[config.mk]
export PLATFORM = sky130hd
export DESIGN_NAME = tm_engine_flat
export DESIGN_NICKNAME = d
export VERILOG_FILES = /design/src/rtl/tm_pkg.sv /design/src/rtl/tm_if.sv /design/src/rtl/tm_rule_table.sv /design/src/rtl/tm_engine.sv /design/src/flat_wrapper.sv
export SDC_FILE = /design/constraint.sdc
export NUM_CORES = 1
export LEC_CHECK = 0
export BUFFER_PORTS_ARGS = -buffer_cell sky130_fd_sc_hd__buf_2
export CAP_MARGIN = 20
export CORE_MARGIN = 5
export CORE_UTILIZATION = 27
export DETAILED_ROUTE_END_ITERATION = 10
export GPL_TIMING_DRIVEN = 1
export MAX_ROUTING_LAYER = met4
export PLACE_DENSITY = 0.41
export SLEW_MARGIN = 25
export SYNTH_ARGS = -nofsm -noshare
export SYNTH_HDL_FRONTEND = slang
export SYNTH_SLANG_ARGS = --single-unit
[constraint.sdc]
create_clock -name clk -period 4.1 [get_ports clk]
set_input_delay 0.41 -clock clk [delete_from_list [all_inputs] [get_ports clk]]
set_output_delay 0.41 -clock clk [all_outputs]
set_load 0.05 [all_outputs]
[src/rtl/tm_pkg.sv]
// Shared types and constants for the Turing-machine engine.
package tm_pkg;

  typedef enum logic [3:0] {
    S_IDLE,
    S_CLR,
    S_RD,
    S_RD_W,
    S_EXEC,
    S_WR,
    S_WR_W,
    S_CHK,
    S_DONE
  } fsm_t;

  localparam logic DIR_L = 1'b0;
  localparam logic DIR_R = 1'b1;

  localparam int DEF_STATE_W = 2;
  localparam int DEF_SYM_W   = 3;

  // Rule word layout at the default geometry: {newsym, dir, next}.
  typedef struct packed {
    logic [DEF_SYM_W-1:0]   newsym;
    logic                   dir;
    logic [DEF_STATE_W-1:0] next;
  } rule_t;

  // The top state code is reserved as HALT.
  function automatic int halt_code(input int state_w);
    return (1 << state_w) - 1;
  endfunction

endpackage

[src/rtl/tm_if.sv]
// Request/ack handshake towards the tape DRAM controller.
interface tm_if #(
  parameter int ADDR_W = 16
);
  logic              m_write;
  logic              m_ena;
  logic [ADDR_W-1:0] m_addr;
  logic [7:0]        wr_data;
  logic [7:0]        rd_data;
  logic              m_busy;
  logic              m_ack;

  modport master (
    output m_write, m_ena, m_addr, wr_data,
    input  rd_data, m_busy, m_ack
  );

  modport slave (
    input  m_write, m_ena, m_addr, wr_data,
    output rd_data, m_busy, m_ack
  );
endinterface

[src/rtl/tm_rule_table.sv]
// Transition table indexed by {state, sym}: one synchronous write port, combinational read.
module tm_rule_table
  import tm_pkg::*;
#(
  parameter int AW = 5,
  parameter int DW = 6
) (
  input  logic          clk,
  input  logic          we,
  input  logic [AW-1:0] waddr,
  input  logic [DW-1:0] wdata,
  input  logic [AW-1:0] raddr,
  output logic [DW-1:0] rdata
);
  logic [DW-1:0] entries [2**AW];

  // Contents survive reset so a loaded machine can be rerun.
  always_ff @(posedge clk) begin
    if (we) entries[waddr] <= wdata;
  end

  assign rdata = entries[raddr];
endmodule

[src/rtl/tm_engine.sv]
// Run-time programmable Turing-machine engine with the tape in external DRAM.
module tm_engine
  import tm_pkg::*;
#(
  parameter int STATE_W = 2,
  parameter int SYM_W   = 3,
  parameter int ADDR_W  = 16,
  parameter int CNT_W   = 32,
  parameter int SKIP_WR = 1
) (
  input  logic                       clk,
  input  logic                       rst_n,
  input  logic                       start,
  input  logic                       abort,
  input  logic [CNT_W-1:0]           step_limit,
  input  logic                       rule_we,
  input  logic [STATE_W+SYM_W-1:0]   rule_addr,
  input  logic [SYM_W+STATE_W:0]     rule_data,
  tm_if.master                       mem,
  output logic [CNT_W-1:0]           step_count,
  output logic [CNT_W-1:0]           sigma,
  output logic                       running,
  output logic                       halted,
  output logic                       limit_hit,
  output logic                       tape_err
);
  localparam logic [STATE_W-1:0] HALT      = STATE_W'(halt_code(STATE_W));
  localparam logic [ADDR_W-1:0]  HEAD_HOME = {1'b1, {(ADDR_W-1){1'b0}}};
  localparam logic [ADDR_W-1:0]  ADDR_MAX  = '1;

  fsm_t               fsm_reg;
  logic [STATE_W-1:0] state_reg;
  logic [ADDR_W-1:0]  head_reg, clr_addr_reg, m_addr_reg;
  logic [SYM_W-1:0]   sym_reg, newsym_reg;
  logic               dir_reg, acked_reg, m_ena_reg, m_write_reg;
  logic [7:0]         wr_data_reg;
  logic [CNT_W-1:0]   step_count_reg, sigma_reg, step_next;
  logic               running_reg, halted_reg, limit_hit_reg, tape_err_reg;
  logic [SYM_W+STATE_W:0] rule_word;
  logic [SYM_W-1:0]   rule_newsym;
  logic               rule_dir, at_edge, unused_rd;
  logic [STATE_W-1:0] rule_next;

  tm_rule_table #(.AW(STATE_W + SYM_W), .DW(SYM_W + 1 + STATE_W)) u_rules (
    .clk   (clk),
    .we    (rule_we && (fsm_reg == S_IDLE || fsm_reg == S_DONE)),
    .waddr (rule_addr),
    .wdata (rule_data),
    .raddr ({state_reg, sym_reg}),
    .rdata (rule_word)
  );

  assign rule_newsym = rule_word[SYM_W+STATE_W -: SYM_W];
  assign rule_dir    = rule_word[STATE_W];
  assign rule_next   = rule_word[STATE_W-1:0];
  assign step_next   = (step_count_reg == '1) ? step_count_reg : step_count_reg + 1'b1;
  assign at_edge     = (dir_reg == DIR_R) ? (head_reg == ADDR_MAX) : (head_reg == '0);
  assign unused_rd   = ^mem.rd_data[7:SYM_W];

  always_ff @(posedge clk or negedge rst_n) begin
    if (!rst_n) begin
      fsm_reg        <= S_IDLE;
      state_reg      <= '0;
      head_reg       <= HEAD_HOME;
      clr_addr_reg   <= '0;
      m_addr_reg     <= '0;
      sym_reg        <= '0;
      newsym_reg     <= '0;
      dir_reg        <= 1'b0;
      acked_reg      <= 1'b0;
      m_ena_reg      <= 1'b0;
      m_write_reg    <= 1'b0;
      wr_data_reg    <= '0;
      step_count_reg <= '0;
      sigma_reg      <= '0;
      running_reg    <= 1'b0;
      halted_reg     <= 1'b0;
      limit_hit_reg  <= 1'b0;
      tape_err_reg   <= 1'b0;
    end else begin
      case (fsm_reg)
        S_IDLE, S_DONE: begin
          if (start) begin
            fsm_reg        <= S_CLR;
            running_reg    <= 1'b1;
            halted_reg     <= 1'b0;
            limit_hit_reg  <= 1'b0;
            tape_err_reg   <= 1'b0;
            sigma_reg      <= '0;
            state_reg      <= '0;
            head_reg       <= HEAD_HOME;
            clr_addr_reg   <= ADDR_MAX;
            acked_reg      <= 1'b0;
            step_count_reg <= CNT_W'(ADDR_MAX);
          end
        end
        // Clear sweeps top-down; step_count mirrors the address for the display.
        S_CLR: begin
          if (m_ena_reg) begin
            if (mem.m_ack) begin
              m_ena_reg <= 1'b0;
              acked_reg <= 1'b1;
            end
          end else if (!acked_reg) begin
            m_ena_reg   <= 1'b1;
            m_write_reg <= 1'b1;
            m_addr_reg  <= clr_addr_reg;
            wr_data_reg <= '0;
          end else if (!mem.m_busy) begin
            acked_reg <= 1'b0;
            if (clr_addr_reg == '0) begin
              fsm_reg        <= S_RD;
              step_count_reg <= '0;
            end else begin
              clr_addr_reg   <= clr_addr_reg - 1'b1;
              step_count_reg <= CNT_W'(clr_addr_reg - 1'b1);
            end
          end
        end
        S_RD: begin
          m_ena_reg   <= 1'b1;
          m_write_reg <= 1'b0;
          m_addr_reg  <= head_reg;
          fsm_reg     <= S_RD_W;
        end
        S_RD_W: begin
          if (m_ena_reg) begin
            if (mem.m_ack) m_ena_reg <= 1'b0;
          end else if (!mem.m_busy) begin
            sym_reg <= mem.rd_data[SYM_W-1:0];
            fsm_reg <= S_EXEC;
          end
        end
        S_EXEC: begin
          newsym_reg <= rule_newsym;
          dir_reg    <= rule_dir;
          state_reg  <= rule_next;
          fsm_reg    <= (SKIP_WR != 0 && rule_newsym == sym_reg) ? S_CHK : S_WR;
        end
        S_WR: begin
          m_ena_reg   <= 1'b1;
          m_write_reg <= 1'b1;
          m_addr_reg  <= head_reg;
          wr_data_reg <= {{(8-SYM_W){1'b0}}, newsym_reg};
          fsm_reg     <= S_WR_W;
        end
        S_WR_W: begin
          if (m_ena_reg) begin
            if (mem.m_ack) m_ena_reg <= 1'b0;
          end else if (!mem.m_busy) begin
            fsm_reg <= S_CHK;
          end
        end
        S_CHK: begin
          step_count_reg <= step_next;
          if (sym_reg == '0 && newsym_reg != '0) begin
            if (sigma_reg != '1) sigma_reg <= sigma_reg + 1'b1;
          end else if (sym_reg != '0 && newsym_reg == '0 && sigma_reg != '0) begin
            sigma_reg <= sigma_reg - 1'b1;
          end
          if (state_reg == HALT) begin
            halted_reg  <= 1'b1;
            running_reg <= 1'b0;
            fsm_reg     <= S_DONE;
          end else if (step_limit != '0 && step_next >= step_limit) begin
            limit_hit_reg <= 1'b1;
            running_reg   <= 1'b0;
            fsm_reg       <= S_DONE;
          end else if (at_edge) begin
            tape_err_reg <= 1'b1;
            running_reg  <= 1'b0;
            fsm_reg      <= S_DONE;
          end else if (abort) begin
            running_reg <= 1'b0;
            fsm_reg     <= S_IDLE;
          end else begin
            head_reg <= (dir_reg == DIR_R) ? head_reg + 1'b1 : head_reg - 1'b1;
            fsm_reg  <= S_RD;
          end
        end
        default: fsm_reg <= S_IDLE;
      endcase
    end
  end

  assign mem.m_ena   = m_ena_reg;
  assign mem.m_write = m_write_reg;
  assign mem.m_addr  = m_addr_reg;
  assign mem.wr_data = wr_data_reg;
  assign step_count  = step_count_reg;
  assign sigma       = sigma_reg;
  assign running     = running_reg;
  assign halted      = halted_reg;
  assign limit_hit   = limit_hit_reg;
  assign tape_err    = tape_err_reg;
endmodule

[src/flat_wrapper.sv]
// flat-port wrapper written by rule: the top's interface ports become plain ports
module tm_engine_flat import tm_pkg::*;
#(
  parameter int STATE_W = 2,
  parameter int SYM_W   = 3,
  parameter int ADDR_W  = 16,
  parameter int CNT_W   = 32,
  parameter int SKIP_WR = 1
)
  (clk, rst_n, start, abort, step_limit, rule_we, rule_addr, rule_data, step_count, sigma, running, halted, limit_hit, tape_err, mem_m_write, mem_m_ena, mem_m_addr, mem_wr_data, mem_rd_data, mem_m_busy, mem_m_ack);
  tm_if #(.ADDR_W(ADDR_W)) mem_i ();
  input  logic clk;
  input  logic rst_n;
  input  logic start;
  input  logic abort;
  input  logic [CNT_W-1:0] step_limit;
  input  logic rule_we;
  input  logic [STATE_W+SYM_W-1:0] rule_addr;
  input  logic [SYM_W+STATE_W:0] rule_data;
  output logic [CNT_W-1:0] step_count;
  output logic [CNT_W-1:0] sigma;
  output logic running;
  output logic halted;
  output logic limit_hit;
  output logic tape_err;
  output wire logic [$bits(mem_i.m_write)-1:0] mem_m_write;
  output wire logic [$bits(mem_i.m_ena)-1:0] mem_m_ena;
  output wire logic [$bits(mem_i.m_addr)-1:0] mem_m_addr;
  output wire logic [$bits(mem_i.wr_data)-1:0] mem_wr_data;
  input wire logic [$bits(mem_i.rd_data)-1:0] mem_rd_data;
  input wire logic [$bits(mem_i.m_busy)-1:0] mem_m_busy;
  input wire logic [$bits(mem_i.m_ack)-1:0] mem_m_ack;
  assign mem_m_write = mem_i.m_write;
  assign mem_m_ena = mem_i.m_ena;
  assign mem_m_addr = mem_i.m_addr;
  assign mem_wr_data = mem_i.wr_data;
  assign mem_i.rd_data = mem_rd_data;
  assign mem_i.m_busy = mem_m_busy;
  assign mem_i.m_ack = mem_m_ack;
  tm_engine #(.STATE_W(STATE_W), .SYM_W(SYM_W), .ADDR_W(ADDR_W), .CNT_W(CNT_W), .SKIP_WR(SKIP_WR)) u_core (.clk(clk), .rst_n(rst_n), .start(start), .abort(abort), .step_limit(step_limit), .rule_we(rule_we), .rule_addr(rule_addr), .rule_data(rule_data), .mem(mem_i), .step_count(step_count), .sigma(sigma), .running(running), .halted(halted), .limit_hit(limit_hit), .tape_err(tape_err));
endmodule
==> impl_metrics.tcl, run 1 <==
set metrics [dict create \
    power.leakage_nw 8.508 \
    cts_root_buf "clkbuf_16" \
    regArea_sq_mm 0.009168 \
    core_sq_mm 0.06320 \
    crit_path_max_incr_delay_ns 0.40 \
    fill_cells 6303 \
    setup_viol 19 \
    p_int_mw 9.577 \
    maxSlewHeadroom_pct 35.64 \
    drive_above_1_share_pct 26.09 \
    die_y_um 262.9 \
    crit_slowest_cell "dfrtp_2" \
    place_area_sq_mm 0.01964 \
    drt-initial-drc-count 782 \
    synth_seq_cells 327 \
    syn_area_per_cell_sq_um 11.79 \
    wire_per_inst_um 19.60 \
    p_switching_mw 7.216 \
    synth-async-reset-ratio_pct 41.28 \
    clkPwrFrac_pct 22.2 \
    synth_ff_type "edfxtp_1" \
    rsz0062_at_grt "yes" \
    timing.hold.ws_ns 0.1564 \
    finalHoldViolCount 0 \
    num_vias 12510 \
    num-nets-final 1831 \
    grt_max_degree 83 \
    largest_reg_flops 192 \
    final_area_sq_mm 0.02120 \
    dieArea_sq_mm 0.06910 \
    ir_drop_v 0.0003469 \
    cp.arrival_ns 4.64 \
    cts_tree "built" \
    yosysWarnings 0 \
    cp.required_ns 4.56 \
    drtPass1Iterations 5 \
    seqPwrFrac_pct 27.2 \
    slew_violations 0 \
    clock_path_buffers 3 \
    initial_core_util_pct 27.32 \
    path_cells "and4_4 > nand4_1 > buf_6 > nor4_4 > buf_4 > a2111oi_4 > nor2b_4 > nand4_1 > nor2_1 > xor2_1 > ha_1 > a21o_1 > a21o_1 > a21oi_2 > nand2_1 > a2111oi_2 > a221o_2 > nand3_2 > buf_12 > o31ai_2" \
    antenna_found_initial 1 \
    overflow 0 \
    post-route-period-util_pct 101.9 \
    antenna_cells 0 \
    critPathKind "flip-flop to flip-flop" \
    cp_max_fo 29 \
    pre_cts_slack_ns -0.3171 \
    syn_inst 1465 \
    status "complete, but fails checks" \
    synth-edff-count 192 \
    violations "negative setup slack" \
    yosysSeqAreaShare_pct 52.97 \
    grt_pass1_vias 12850 \
    fmax_mhz 239.4 \
    area_delta_synth_final_pct 22.80 \
    htreeDepth 2 \
    finish.utilization_pct 33.55 \
    antenna_left 0 \
    routed_via_density 4.864 \
    setup_slack_ns -0.07717 \
    grt_pass1_wl_mm 78.60 \
    place_congestion 0.8158 \
    skew_ns 0.03027 \
    power_density_mw_per_mm2 792.1 \
    max_cap_violations 0 \
    worstSetupEndpointType "flip-flop" \
    startpoint_type "flip-flop" \
    period_needed_ns 4.177 \
    cts_buffers 41 \
    pwr-share-comb_pct 50.6 \
    hold_path.class "input port to flip-flop" \
    io_buffers 141 \
    drc 0 \
    clk_pin_slew_ns 0.06 \
    clkLatencyLatePin_ns 0.58 \
    synth_cell_types 77 \
    ios 152 \
    tightest_slew_ns 0.9654 \
    die_x_um 262.9 \
    grt_usage_pct 14.74 \
    row_count 92 \
    synth_area_sq_mm 0.01727 \
    dp_hpwl_mm 35.45 \
    multi_input_area_sq_mm 0.007811 \
    clock_sinks 327 \
    p_sw_share_pct 42.97 \
    drt_wl_total_mm 50.38 \
]
==> cells in the final DEF (no fill, tap or decap), types with 6 or more instances in the layout <==
cell	n
edfxtp_1	192
mux2i_1	20
a22o_1	8
o21ai_1	12
nand2b_1	12
a211oi_1	6
buf_4	103
nand3_2	6
nor2_1	102
o211ai_1	6
nor4_1	28
clkinv_1	8
buf_2	140
or3_1	8
o311ai_0	6
ha_1	78
inv_1	59
dfrtp_2	15
a21o_1	30
nand4_1	41
clkbuf_16	42
clkinv_2	6
xnor2_1	42
nand2_1	88
nor3_1	20
o21a_1	12
o31ai_1	14
o21ai_0	118
nand3_1	68
a21oi_1	57
mux4_2	60
dfrtp_1	118
xor2_1	43
a31oi_1	13
o21bai_1	7
==> logic make-up after synthesis <==
family                   share of synthesized area [%]
flip-flops                                       52.97
AND/OR/NAND/NOR                                  12.22
AO/OA/AOI/OAI                                    12.23
adder cells (fa/ha/maj)                          5.885
multiplexers                                     9.247
buffers and inverters                            3.073
XOR/XNOR                                         4.363
other                                          0.02172
==> per-stage QoR <==
stage	TNS [ns]	instances	total power, mW
5_1_grt	-5.387	2571	18.03
4_1_cts	-1.684	2569	16.98
2_1_floorplan	-3.805	1469	10.65
3_5_place_dp	-5.073	2485	13.12
6_report	-0.7380	2571	16.79
3_3_place_gp	-3.862	2485	13.07
==> synth_stat cells (all sizes together) (3+ instances only) <==
cell type    n  area, sq um
or2          5        33.78
a21oi       60        304.0
and2         4        25.03
o41ai        4        35.03
nor4        31        206.4
mux2i       20        200.2
a31oi       14        87.58
nand2       92        345.3
a22o         8        70.07
buf         20        128.9
ha          78        975.9
nor2       105        394.1
nor3        24        131.4
nand3       74        370.4
xnor2       43        376.6
a22oi        3        22.52
o31ai       17        127.6
o21ai      133        665.6
a21o        30        225.2
edfxtp     192         5766
o21a        12        90.09
a211oi       7        57.55
mux4        60         1351
inv         59        221.5
o311ai       7        61.31
nand4       41        256.5
clkbuf      48        180.2
mux2         4        45.04
a31o         5        43.79
nand3b       4        30.03
dfrtp      134         3353
a221o        6        60.06
o211ai       6        45.04
xor2        43        376.6
nand2b      12        75.07
and3         7        43.79
nor2b        6        37.54
o21bai       7        52.55
or3          9        61.31
==> per-layer routing <==
layer | routed length (um) | vias to the layer above | global-route usage (%)
met2 | 24180 | 199 | 23.48
met1 | 23460 | 6223 | 20.07
met5 | 0 | - | -
li1 | - | 6024 | -
met3 | 1801 | 60 | 2.191
met4 | 941 | 0 | 3.487
==> worst paths after layout <==
path	startpoint	endpoint	slack (ns)	depth (start not counted)
worst max register to register	u_core.step_count[4]	u_core.head_reg[9]	-0.08	20
min in group asynchronous	rst_n	u_core.step_count[31]	0.47	2
worst min-delay path	mem_rd_data[2]	u_core.sym_reg[2]	0.16	2
max in group asynchronous	rst_n	u_core.sigma[13]	2.70	3
worst max-delay path	u_core.step_count[4]	u_core.head_reg[9]	-0.08	20
worst min register to register	u_core.halted	u_core.halted	0.50	2
==> timing repair <==
action / in CTS / in global routing
resized for setup: 9 / 25
pin swaps: 5 / 4
setup endpoints to repair: 21 / 28
hold buffers: 1 / 0
buffers inserted: 9 / 2
endpoints found under the hold margin: 79 / 0
==> cell type report <==
type	instances	area share, %
clock buffer	49	5.176
clock inverter	26	1.357
inverter	59	1.045
multi-input combinational	1015	36.84
sequential	327	43.24
tap	846	4.993
timing repair buffer	249	7.347
==> power groups by stage <==
stage          clock, mW  sequential, mW  combinational [mW]
6_report            3.72            4.57                8.50
5_1_grt             4.00            4.65                9.39
4_1_cts             3.86            4.57                8.54
3_5_place_dp           0            4.63                8.48
3_3_place_gp           0            4.62                8.45
2_1_floorplan          0            5.40                5.25
==> critical path, delay by kind of cell (launching register included) <==
family | cells | cell delay [ns]
XOR/XNOR | 1 | 0.20
AO/OA/AOI/OAI | 7 | 1.62
flip-flops | 1 | 0.40
AND/OR/NAND/NOR | 8 | 1.06
buffers and inverters | 3 | 0.50
adder cells (fa/ha/maj) | 1 | 0.27
Note: power is estimated with default switching activity, not from simulation.
==> run 2: changes to the inputs <==
--- a/config.mk
+++ b/config.mk
@@ -5,6 +5,8 @@
 export SDC_FILE = /design/constraint.sdc
 export NUM_CORES = 1
 export LEC_CHECK = 0
+export ABC_AREA = 1
+export ABC_CLOCK_PERIOD_IN_PS = 4470
 export BUFFER_PORTS_ARGS = -buffer_cell sky130_fd_sc_hd__buf_2
 export CAP_MARGIN = 20
 export CORE_MARGIN = 5
@@ -12,7 +14,7 @@
 export DETAILED_ROUTE_END_ITERATION = 10
 export GPL_TIMING_DRIVEN = 1
 export MAX_ROUTING_LAYER = met4
-export PLACE_DENSITY = 0.41
+export PLACE_DENSITY = 0.39
 export SLEW_MARGIN = 25
 export SYNTH_ARGS = -nofsm -noshare
 export SYNTH_HDL_FRONTEND = slang
==> constraint.sdc (replaced) <==
create_clock -name clk -period 4.47 [get_ports clk]
set_input_delay 0.447 -clock clk [delete_from_list [all_inputs] [get_ports clk]]
set_output_delay 0.447 -clock clk [all_outputs]
set_load 0.05 [all_outputs]
==> run 2 against run 1 <==
The run now ends clean. Maximum frequency rose by 4.7%. Wire length rose by 18%. Clock-buffer cell count rose by 8. Die area rose by 5.5%. Largest cell class unchanged.
==> impl_metrics.tcl, run 2 <==
set metrics [dict create \
    crit_path_max_incr_delay_ns 0.45 \
    cp.arrival_ns 4.49 \
    fmax_mhz 250.7 \
    hp-start "mem_rd_data[0]" \
    synth.area.top_cells "edfxtp_1 (32%), dfrtp_1 (18%), nand2_1 (12%), ha_1 (5.3%), nand3_1 (4.9%)" \
    drt-initial-drc-count 900 \
    dp_hpwl_mm 42.15 \
    drive_above_1_share_pct 11.12 \
    startpoint_type "flip-flop" \
    synth-async-reset-ratio_pct 41.28 \
    layout_commonest_cell "nand2_1" \
    crit_family "simple AND/OR/NAND/NOR gates" \
    place_congestion 0.8799 \
    num-nets-final 2440 \
    path_cells "ha_1 > nand3_1 > nor3_1 > inv_1 > nor2_1 > nand2_1 > xor2_1 > nand2_1 > ha_1 > nand2_1 > nor2_1 > nand4_1 > nor2_1 > nand4_1 > nand3_1 > nand2_1 > nand2_1 > nand2_1 > nand2_4 > nand2_1 > o21ai_1" \
    whs_endpoint "u_core.sym_reg[0]" \
    yosysWarnings 0 \
    overflow 0 \
    clock_path_buffers 3 \
    power_density_mw_per_mm2 832.7 \
    met3_length_mm 1.886 \
    cts_tree "built" \
    finish.utilization_pct 31.71 \
    crit_slowest_cell "dfrtp_1" \
    final_cell_mix "nand2_1 (566), nor2_1 (219), edfxtp_1 (192)" \
    cts_buffers 42 \
    wl_met2_mm 28.55 \
    grt_pass1_vias 15670 \
    skew_ns 0.03554 \
    wire_per_inst_um 18.50 \
    antenna_left 0 \
    critPathMostFrequentCell "nand2_1" \
    syn_area_per_cell_sq_um 8.436 \
    met1_length_mm 27.36 \
    die_y_um 270.0 \
    yosysSeqAreaShare_pct 50.10 \
    htreeDepth 2 \
    status "complete, no violations" \
    routed_via_density 4.774 \
    dieArea_sq_mm 0.07291 \
    fin_tns_setup_ns 0 \
    seqPwrFrac_pct 23.8 \
    ir_drop_v 0.0004415 \
    setup_slack_ns 0.4816 \
    clock_sinks 327 \
    grt_usage_pct 16.43 \
    synth_top_cells_by_count "nand2_1 (567), nor2_1 (220), edfxtp_1 (192), inv_1 (183), nand3_1 (177)" \
    initial_core_util_pct 27.18 \
    synth_most_common_cell "nand2_1" \
    worstSetupEndpointType "flip-flop" \
    critPathKind "flip-flop to flip-flop" \
    clk_pin_slew_ns 0.06 \
    max_cap_violations 0 \
    synth_top_area_cell "edfxtp_1" \
    finalHoldViolCount 0 \
    setup_viol 0 \
    synth-edff-count 192 \
    syn_inst 2164 \
    p_sw_share_pct 51.09 \
    path_buf_inv 1 \
    hold_path.class "input port to flip-flop" \
    synth_cell_types 50 \
    io_buffers 141 \
    antenna_cells 0 \
    r2r_slack_ns 0.48 \
    power.leakage_nw 9.479 \
    cts_root_buf "clkbuf_16" \
    post-route-period-util_pct 89.23 \
    power_mw 17.73 \
    clkPwrFrac_pct 19.1 \
    pre_cts_slack_ns 0.3278 \
    cp.required_ns 4.98 \
    yosysTopAreaCellShare_pct 31.58 \
    timing.hold.ws_ns 0.1210 \
    rsz0062_at_grt "no" \
    grt_pass1_wl_mm 93.47 \
    top_layer "met4" \
    grt_max_degree 69 \
    drtPass1Iterations 7 \
    drc 0 \
    drt_wl_total_mm 59.25 \
    cp_max_fo 18 \
    maxSlewHeadroom_pct 41.02 \
    num_vias 15290 \
    cts_setup_buffers 0 \
    synth_seq_cells 327 \
    slew_violations 0 \
    pwr-share-comb_pct 57.0 \
    synth_ff_type "edfxtp_1" \
    die_x_um 270.0 \
    ios 152 \
    ff2ff_path_depth 21 \
    p_switching_mw 9.059 \
    antenna_found_initial 0 \
    period_needed_ns 3.988 \
    row_count 95 \
    tightest_slew_ns 0.8847 \
    core_sq_mm 0.06716 \
    p_int_mw 8.672 \
    synth_area_sq_mm 0.01826 \
    min_path_cells 3 \
    r2r-start "u_core.step_count[0]" \
    area_delta_synth_final_pct 16.64 \
    rr_endpoint "u_core.head_reg[4]" \
    largest_reg_flops 192 \
    clkLatencyLatePin_ns 0.58 \
]
-- run 2: cell type report --
cell class | count | area [sq um]
Fill cell | 7110 | 45870
Sequential cell | 327 | 9146
Multi-Input combinational cell | 1576 | 8075
Clock buffer | 57 | 1157
Tap cell | 873 | 1092
Timing Repair Buffer | 164 | 899.6
Inverter | 191 | 716.9
Clock inverter | 14 | 205.2
-- run 2: cells by family (layout without fill, tap and decap cells) --
family | Yosys count | after routing | synth area share [%]
AND/OR/NAND/NOR | 1090 | 1090 | 25.26
buffers and inverters | 265 | 426 | 5.826
other | 1 | 5 | 0.02054
adder cells (fa/ha/maj) | 80 | 80 | 5.565
flip-flops | 327 | 327 | 50.10
XOR/XNOR | 56 | 56 | 2.687
AO/OA/AOI/OAI | 345 | 345 | 10.54
-- run 2: tightest hold or removal path: cells and delay by family --
kind            cells  cell delay (ns)
simple gates        1             0.03
buf+inv             1             0.08
compound gates      1             0.10
-- run 2: routing by layer --
layer,GRT usage [%],vias to the layer above
met1,21.08,7319
li1,-,7636
met4,4.295,0
met3,2.336,91
met2,27.43,241
met5,-,-
-- run 2: worst max-delay path by stage --
stage,startpoint,end,cells past startpoint
after floorplan,u_core.step_count[0],u_core.head_reg[11],22
after global placement,u_core.step_count[0],u_core.running,19
after detailed placement,u_core.step_count[0],u_core.running,19
after CTS,u_core.step_count[0],u_core.running,19
after global routing,u_core.step_count[0],u_core.head_reg[9],21
final,u_core.step_count[0],u_core.head_reg[4],21
-- run 2: timing repair --
action / in CTS / in global routing
gates resized for setup: 0 / 2
hold buffers: 1 / 0
endpoints found under the setup margin: 0 / 16
endpoints found under the hold margin: 67 / 0
-- run 2: stage by stage --
stage          instance area, sq um  instances
5_1_grt                       21290       3202
3_5_place_dp                  19910       3130
4_1_cts                       21290       3202
6_report                      21290       3202
3_3_place_gp                  19910       3130
2_1_floorplan                 18270       2168
-- run 2: power groups by stage --
stage | logic (mW) | clock network [mW] | registers (mW)
detailed placement | 10.2 | 0 | 4.29
global placement | 10.2 | 0 | 4.29
floorplan | 6.39 | 0 | 5.03
global route | 11.4 | 3.62 | 4.31
CTS | 10.2 | 3.52 | 4.24
finish | 10.1 | 3.39 | 4.23
